<file path="config.mk">
export PLATFORM = sky130hd
export DESIGN_NAME = fnd_scan_driver
export DESIGN_NICKNAME = d
export VERILOG_FILES = /design/src/rtl/fnd_scan_driver_pkg.sv /design/src/rtl/fnd_seg_decoder.sv /design/src/rtl/fnd_scan_driver.sv
export SDC_FILE = /design/constraint.sdc
export NUM_CORES = 1
export LEC_CHECK = 0
export BUFFER_PORTS_ARGS = -buffer_cell sky130_fd_sc_hd__buf_2
export CORE_ASPECT_RATIO = 1.1
export CORE_UTILIZATION = 40
export DETAILED_ROUTE_END_ITERATION = 16
export SETUP_SLACK_MARGIN = 0.2
export SLEW_MARGIN = 20
export SYNTH_ARGS = -nofsm -noshare
export SYNTH_HDL_FRONTEND = slang
export SYNTH_HIERARCHICAL = 1
export SYNTH_SLANG_ARGS = --single-unit
</file>
<file path="constraint.sdc">
create_clock -name iClk -period 2 [get_ports iClk]
set_input_delay 0.3 -clock iClk [delete_from_list [all_inputs] [get_ports iClk]]
set_output_delay 0.3 -clock iClk [all_outputs]
set_load 0.02 [all_outputs]
</file>
<file path="src/rtl/fnd_scan_driver_pkg.sv">
// Shared display constants for the 4-digit FND scan driver.
// Segment order is {g,f,e,d,c,b,a}, active-low.
package fnd_scan_driver_pkg;

  localparam int DEF_SCAN_TICKS       = 1;
  localparam int DEF_BLINK_HALF_TICKS = 500;

  localparam logic [6:0] SEG_0     = 7'b1000000;
  localparam logic [6:0] SEG_1     = 7'b1111001;
  localparam logic [6:0] SEG_2     = 7'b0100100;
  localparam logic [6:0] SEG_3     = 7'b0110000;
  localparam logic [6:0] SEG_4     = 7'b0011001;
  localparam logic [6:0] SEG_5     = 7'b0010010;
  localparam logic [6:0] SEG_6     = 7'b0000010;
  localparam logic [6:0] SEG_7     = 7'b1111000;
  localparam logic [6:0] SEG_8     = 7'b0000000;
  localparam logic [6:0] SEG_9     = 7'b0010000;
  localparam logic [6:0] SEG_BLANK = 7'h7F;

  localparam logic [3:0] AN_OFF = 4'b1111;

endpackage

</file>
<file path="src/rtl/fnd_seg_decoder.sv">
// BCD to active-low 7-segment pattern.
// Non-decimal codes blank the digit.
module fnd_seg_decoder
  import fnd_scan_driver_pkg::*;
(
  input  logic [3:0] bcd_i,
  output logic [6:0] seg_o
);

  // Pure lookup; codes 10-15 fall to blank
  always_comb begin
    seg_o = SEG_BLANK;
    case (bcd_i)
      4'd0:    seg_o = SEG_0;
      4'd1:    seg_o = SEG_1;
      4'd2:    seg_o = SEG_2;
      4'd3:    seg_o = SEG_3;
      4'd4:    seg_o = SEG_4;
      4'd5:    seg_o = SEG_5;
      4'd6:    seg_o = SEG_6;
      4'd7:    seg_o = SEG_7;
      4'd8:    seg_o = SEG_8;
      4'd9:    seg_o = SEG_9;
      default: seg_o = SEG_BLANK;
    endcase
  end

endmodule

</file>
<file path="src/rtl/fnd_scan_driver.sv">
// 4-digit multiplexed FND driver with frame-latched data,
// per-digit blink and decimal points; outputs registered.
module fnd_scan_driver
  import fnd_scan_driver_pkg::*;
#(
  parameter int P_SCAN_TICKS       = DEF_SCAN_TICKS,
  parameter int P_BLINK_HALF_TICKS = DEF_BLINK_HALF_TICKS
) (
  input  logic        iClk,
  input  logic        iRstn,
  input  logic        iTick1kHz,
  input  logic [15:0] iFndData,
  input  logic [3:0]  iBlinkMask,
  input  logic [3:0]  iDotMask,
  output logic [3:0]  oAn,
  output logic [6:0]  oSeg,
  output logic        oDp
);

  localparam int SW = (P_SCAN_TICKS > 1) ?
                      $clog2(P_SCAN_TICKS) : 1;
  localparam int BW = (P_BLINK_HALF_TICKS > 1) ?
                      $clog2(P_BLINK_HALF_TICKS) : 1;

  localparam logic [SW-1:0] SCAN_LAST  =
    SW'(P_SCAN_TICKS - 1);
  localparam logic [BW-1:0] BLINK_LAST =
    BW'(P_BLINK_HALF_TICKS - 1);

  logic [SW-1:0] dwell_q, dwell_d;
  logic [1:0]    idx_q, idx_d;
  logic [BW-1:0] bcnt_q, bcnt_d;
  logic          phase_q, phase_d;
  logic [15:0]   data_sh_q, data_sh_d;
  logic [3:0]    blink_sh_q, blink_sh_d;
  logic [3:0]    dot_sh_q, dot_sh_d;
  logic [3:0]    an_q, an_d;
  logic [6:0]    seg_q, seg_d;
  logic          dp_q, dp_d;

  logic          scan_last;
  logic          frame_wrap;
  logic          blink_last;
  logic [3:0]    cur_bcd;
  logic [6:0]    cur_seg;
  logic          hidden;

  assign scan_last  = iTick1kHz && (dwell_q == SCAN_LAST);
  assign frame_wrap = scan_last && (idx_q == 2'd3);
  assign blink_last = iTick1kHz && (bcnt_q == BLINK_LAST);

  assign cur_bcd = data_sh_q[int'(idx_q)*4 +: 4];
  assign hidden  = blink_sh_q[idx_q] & phase_q;

  fnd_seg_decoder u_dec (
    .bcd_i (cur_bcd),
    .seg_o (cur_seg)
  );

  // State register: counters, shadows and output flops
  always_ff @(posedge iClk) begin
    if (!iRstn) begin
      dwell_q    <= '0;
      idx_q      <= '0;
      bcnt_q     <= '0;
      phase_q    <= 1'b0;
      data_sh_q  <= '0;
      blink_sh_q <= '0;
      dot_sh_q   <= '0;
      an_q       <= AN_OFF;
      seg_q      <= SEG_BLANK;
      dp_q       <= 1'b1;
    end else begin
      dwell_q    <= dwell_d;
      idx_q      <= idx_d;
      bcnt_q     <= bcnt_d;
      phase_q    <= phase_d;
      data_sh_q  <= data_sh_d;
      blink_sh_q <= blink_sh_d;
      dot_sh_q   <= dot_sh_d;
      an_q       <= an_d;
      seg_q      <= seg_d;
      dp_q       <= dp_d;
    end
  end

  // Next state: dwell/index scan, blink timer, frame latch
  always_comb begin
    dwell_d    = dwell_q;
    idx_d      = idx_q;
    bcnt_d     = bcnt_q;
    phase_d    = phase_q;
    data_sh_d  = data_sh_q;
    blink_sh_d = blink_sh_q;
    dot_sh_d   = dot_sh_q;
    if (iTick1kHz) begin
      dwell_d = scan_last ? '0 : dwell_q + 1'b1;
      bcnt_d  = blink_last ? '0 : bcnt_q + 1'b1;
    end
    if (scan_last)
      idx_d = idx_q + 2'd1;
    if (blink_last)
      phase_d = ~phase_q;
    if (frame_wrap) begin
      data_sh_d  = iFndData;
      blink_sh_d = iBlinkMask;
      dot_sh_d   = iDotMask;
    end
  end

  // Outputs: drive the current digit from shadow state
  always_comb begin
    an_d  = ~(4'b0001 << idx_q);
    seg_d = hidden ? SEG_BLANK : cur_seg;
    dp_d  = ~(dot_sh_q[idx_q] & ~hidden);
  end

  assign oAn  = an_q;
  assign oSeg = seg_q;
  assign oDp  = dp_q;

endmodule

</file>
==> impl_metrics.tcl <==
set metrics [dict create \
    cp_cell_sequence "mux4_2, ha_2, or2_1, a21oi_2, a31oi_1, nand2b_1" \
    ys_seq_area_share_pct 45.3 \
    diodes 0 \
    gr-usage-all-layers_pct 16.5 \
    synth_area_um2 2160 \
    avgSynthCellArea_um2 8.76 \
    grt_pass1_wl_um 7450 \
    clock-sinks 49 \
    maxCapViolCount 0 \
    end_kind "flip-flop" \
    cts-root-buf "clkbuf_8" \
    combinationalPowerShare_pct 9.1 \
    path_buf_inv 0 \
    final_common_cell "nand2_1" \
    p_total_mw 1.95 \
    period_share_pct 89.3 \
    dieArea_um2 5710 \
    cts_buffer_depth 2 \
    worstSetupPathType "reg2reg" \
    path_clk_slew_ns 0.09 \
    cts_tree "yes" \
    power_density_nw_per_um2 750 \
    slew_headroom_pct 68.5 \
    core_um2 5100 \
    drive_gt1_share_pct 24.0 \
    yosysUniqueCellTypes 34 \
    dieWidth_um 72.1 \
    gp_congestion 0.756 \
    postCtsHoldBufs 0 \
    port_buffers 38 \
    yosys_warnings 6 \
    cts_max_level 2 \
    min_period_ns 1.79 \
    synth_enable_flop_cells 0 \
    cts_buffers 5 \
    worstMarginPinSlew_ns 0.469 \
    status "complete, no violations" \
    irDropWorstVdd_v 0.000376 \
    vias 1770 \
    dr.pass1.iters 4 \
    setup_violations 0 \
    rows 27 \
    crit_family "multiplexers" \
    tns_ns 0 \
    drtIter0Drc 89 \
    antenna_found_initial 0 \
    worstPathArrival_ns 1.97 \
    grt_max_degree 27 \
    power.switching_mw 0.448 \
    postRouteAntennaNets 0 \
    clock_latency_ns 0.30 \
    intPower_mw 1.50 \
    synth_top_area_share_pct 45.3 \
    start_kind "flip-flop" \
    dieHeight_um 79.2 \
    synth_cells 247 \
    max_stage_delay_ns 0.55 \
    io_pins 39 \
    slowest_stage "mux4_2" \
    pwr-share-clk_pct 37.8 \
    p_leak_nw 0.975 \
    synthTopCellsByArea "dfxtp_1 (45%), nand2_1 (11%), a21oi_1 (6.2%), mux4_2 (6.2%), ha_1 (5.8%)" \
    dp_hpwl_um 3000 \
    remaining_drc_errors 0 \
    fin_skew_ns 0.00733 \
    ys.flop_type "dfxtp_1" \
    layout_common_cells "nand2_1 (61), dfxtp_1 (48), buf_2 (38), a21oi_1 (27), nand2b_1 (13)" \
    routed_wl_um 4410 \
    hold_viol 0 \
    swShare_pct 23.0 \
    syn2layout_area_growth_pct 19.8 \
    yosys_register_bits 49 \
    grt_overflow 0 \
    nNetsFinal 324 \
    seq_power_share_pct 53.1 \
    worstPathMaxFanout 5 \
    syn_nets 284 \
    r2r_slack_ns 0.21 \
    viasPerCell 4.92 \
    avgRoutedWirePerCell_um 12.3 \
    ys_async_sr_fraction_pct 0 \
    rsz0062_at_grt "yes" \
    fmax_mhz 560 \
    min_path_type "in2reg" \
    required_ns 2.19 \
    first_global_vias 1648 \
    drv_slew 0 \
    yosysTopAreaCell "dfxtp_1" \
    start_util_pct 42.4 \
]
[metrics by stage]
| stage | hold slack (ns) | setup slack [ns] | instance area (um^2) | utilization [%] | cells |
|---|---|---|---|---|---|
| 5_1_grt | 0.227 | 0.119 | 2590 | 50.8 | 360 |
| 4_1_cts | 0.213 | 0.206 | 2550 | 50.1 | 358 |
| 6_report | 0.224 | 0.215 | 2590 | 50.8 | 360 |
| 3_5_place_dp | 0.443 | 0.156 | 2410 | 47.2 | 347 |
| 3_3_place_gp | 0.441 | 0.198 | 2410 | 47.2 | 347 |
| 2_1_floorplan | 0.427 | 0.192 | 2170 | - | 247 |
[final timing paths]
check / from / end / cells past startpoint
worst max-delay path: idx_q[0]$_SDFFE_PN0P_ / oSeg[3]$_SDFF_PP1_ / 6
worst min-delay path: iFndData[5] / data_sh_q[5]$_SDFFE_PN0P_ / 3
worst max register to register: idx_q[0]$_SDFFE_PN0P_ / oSeg[3]$_SDFF_PP1_ / 6
worst min register to register: dwell_q$_SDFFE_PN0P_ / dwell_q$_SDFFE_PN0P_ / 2
[layer usage]
layer	part of all wire, %	wire length, um	up-vias	track usage (%)
met5	0	0	-	0
met4	1.7	74	0	7.06
met3	4.3	188	7	3.68
met2	48	2110	37	27.9
met1	46	2040	810	20.0
li1	-	-	916	-
[tightest hold or removal path: stages]
cell,delay [ns]
buf_2,0.09
nand2_1,0.04
a21oi_1,0.05
[sequential cells by signal (all words and copies together) (netlist names), 2 cells and up]
signal      count
oSeg            7
blink_sh_q      4
data_sh_q      16
dot_sh_q        4
oAn             4
bcnt_q          9
idx_q           2
[cell families after synthesis]
group	count (synthesis)	synth area share (%)
XOR/XNOR	4	1.62
buffers and inverters	23	4.97
adder cells (fa/ha/maj)	10	5.78
multiplexers	9	7.63
flip-flops	49	45.3
AO/OA/AOI/OAI	45	11.9
AND/OR/NAND/NOR	107	22.8
[cells in the mapped netlist (all sizes together), types with 4 or more instances]
master	instances
mux4	6
nand2b	13
dfxtp	49
nand3b	4
ha	10
nor2	11
o21ai	9
nand3	5
nand2	61
clkbuf	9
a21oi	29
inv	8
buf	6
[area by class of cell]
cell class,instances,area [um^2]
Fill cell,479,2510
Multi-Input combinational cell,176,1110
Sequential cell,49,985
Timing Repair Buffer,47,258
Tap cell,72,90.1
Clock buffer,6,82.6
Clock inverter,2,37.5
Inverter,8,30.0
[power by group through the flow]
| stage | clock network, mW | registers [mW] | logic (mW) |
|---|---|---|---|
| 2_1_floorplan | 0 | 1.07 | 0.0991 |
| 3_3_place_gp | 0 | 1.06 | 0.168 |
| 3_5_place_dp | 0 | 1.06 | 0.170 |
| 4_1_cts | 0.763 | 1.03 | 0.175 |
| 5_1_grt | 0.795 | 1.04 | 0.197 |
| 6_report | 0.735 | 1.03 | 0.177 |
[repair_timing]
item / in CTS / in global routing
setup endpoints to repair: 4 / 7
hold endpoints to repair: 0 / 0
cloned: 0 / 1
resized for setup: 1 / 4
buffers inserted: 3 / 1
pin swaps: 0 / 0
(Power assumes the default switching activity.)
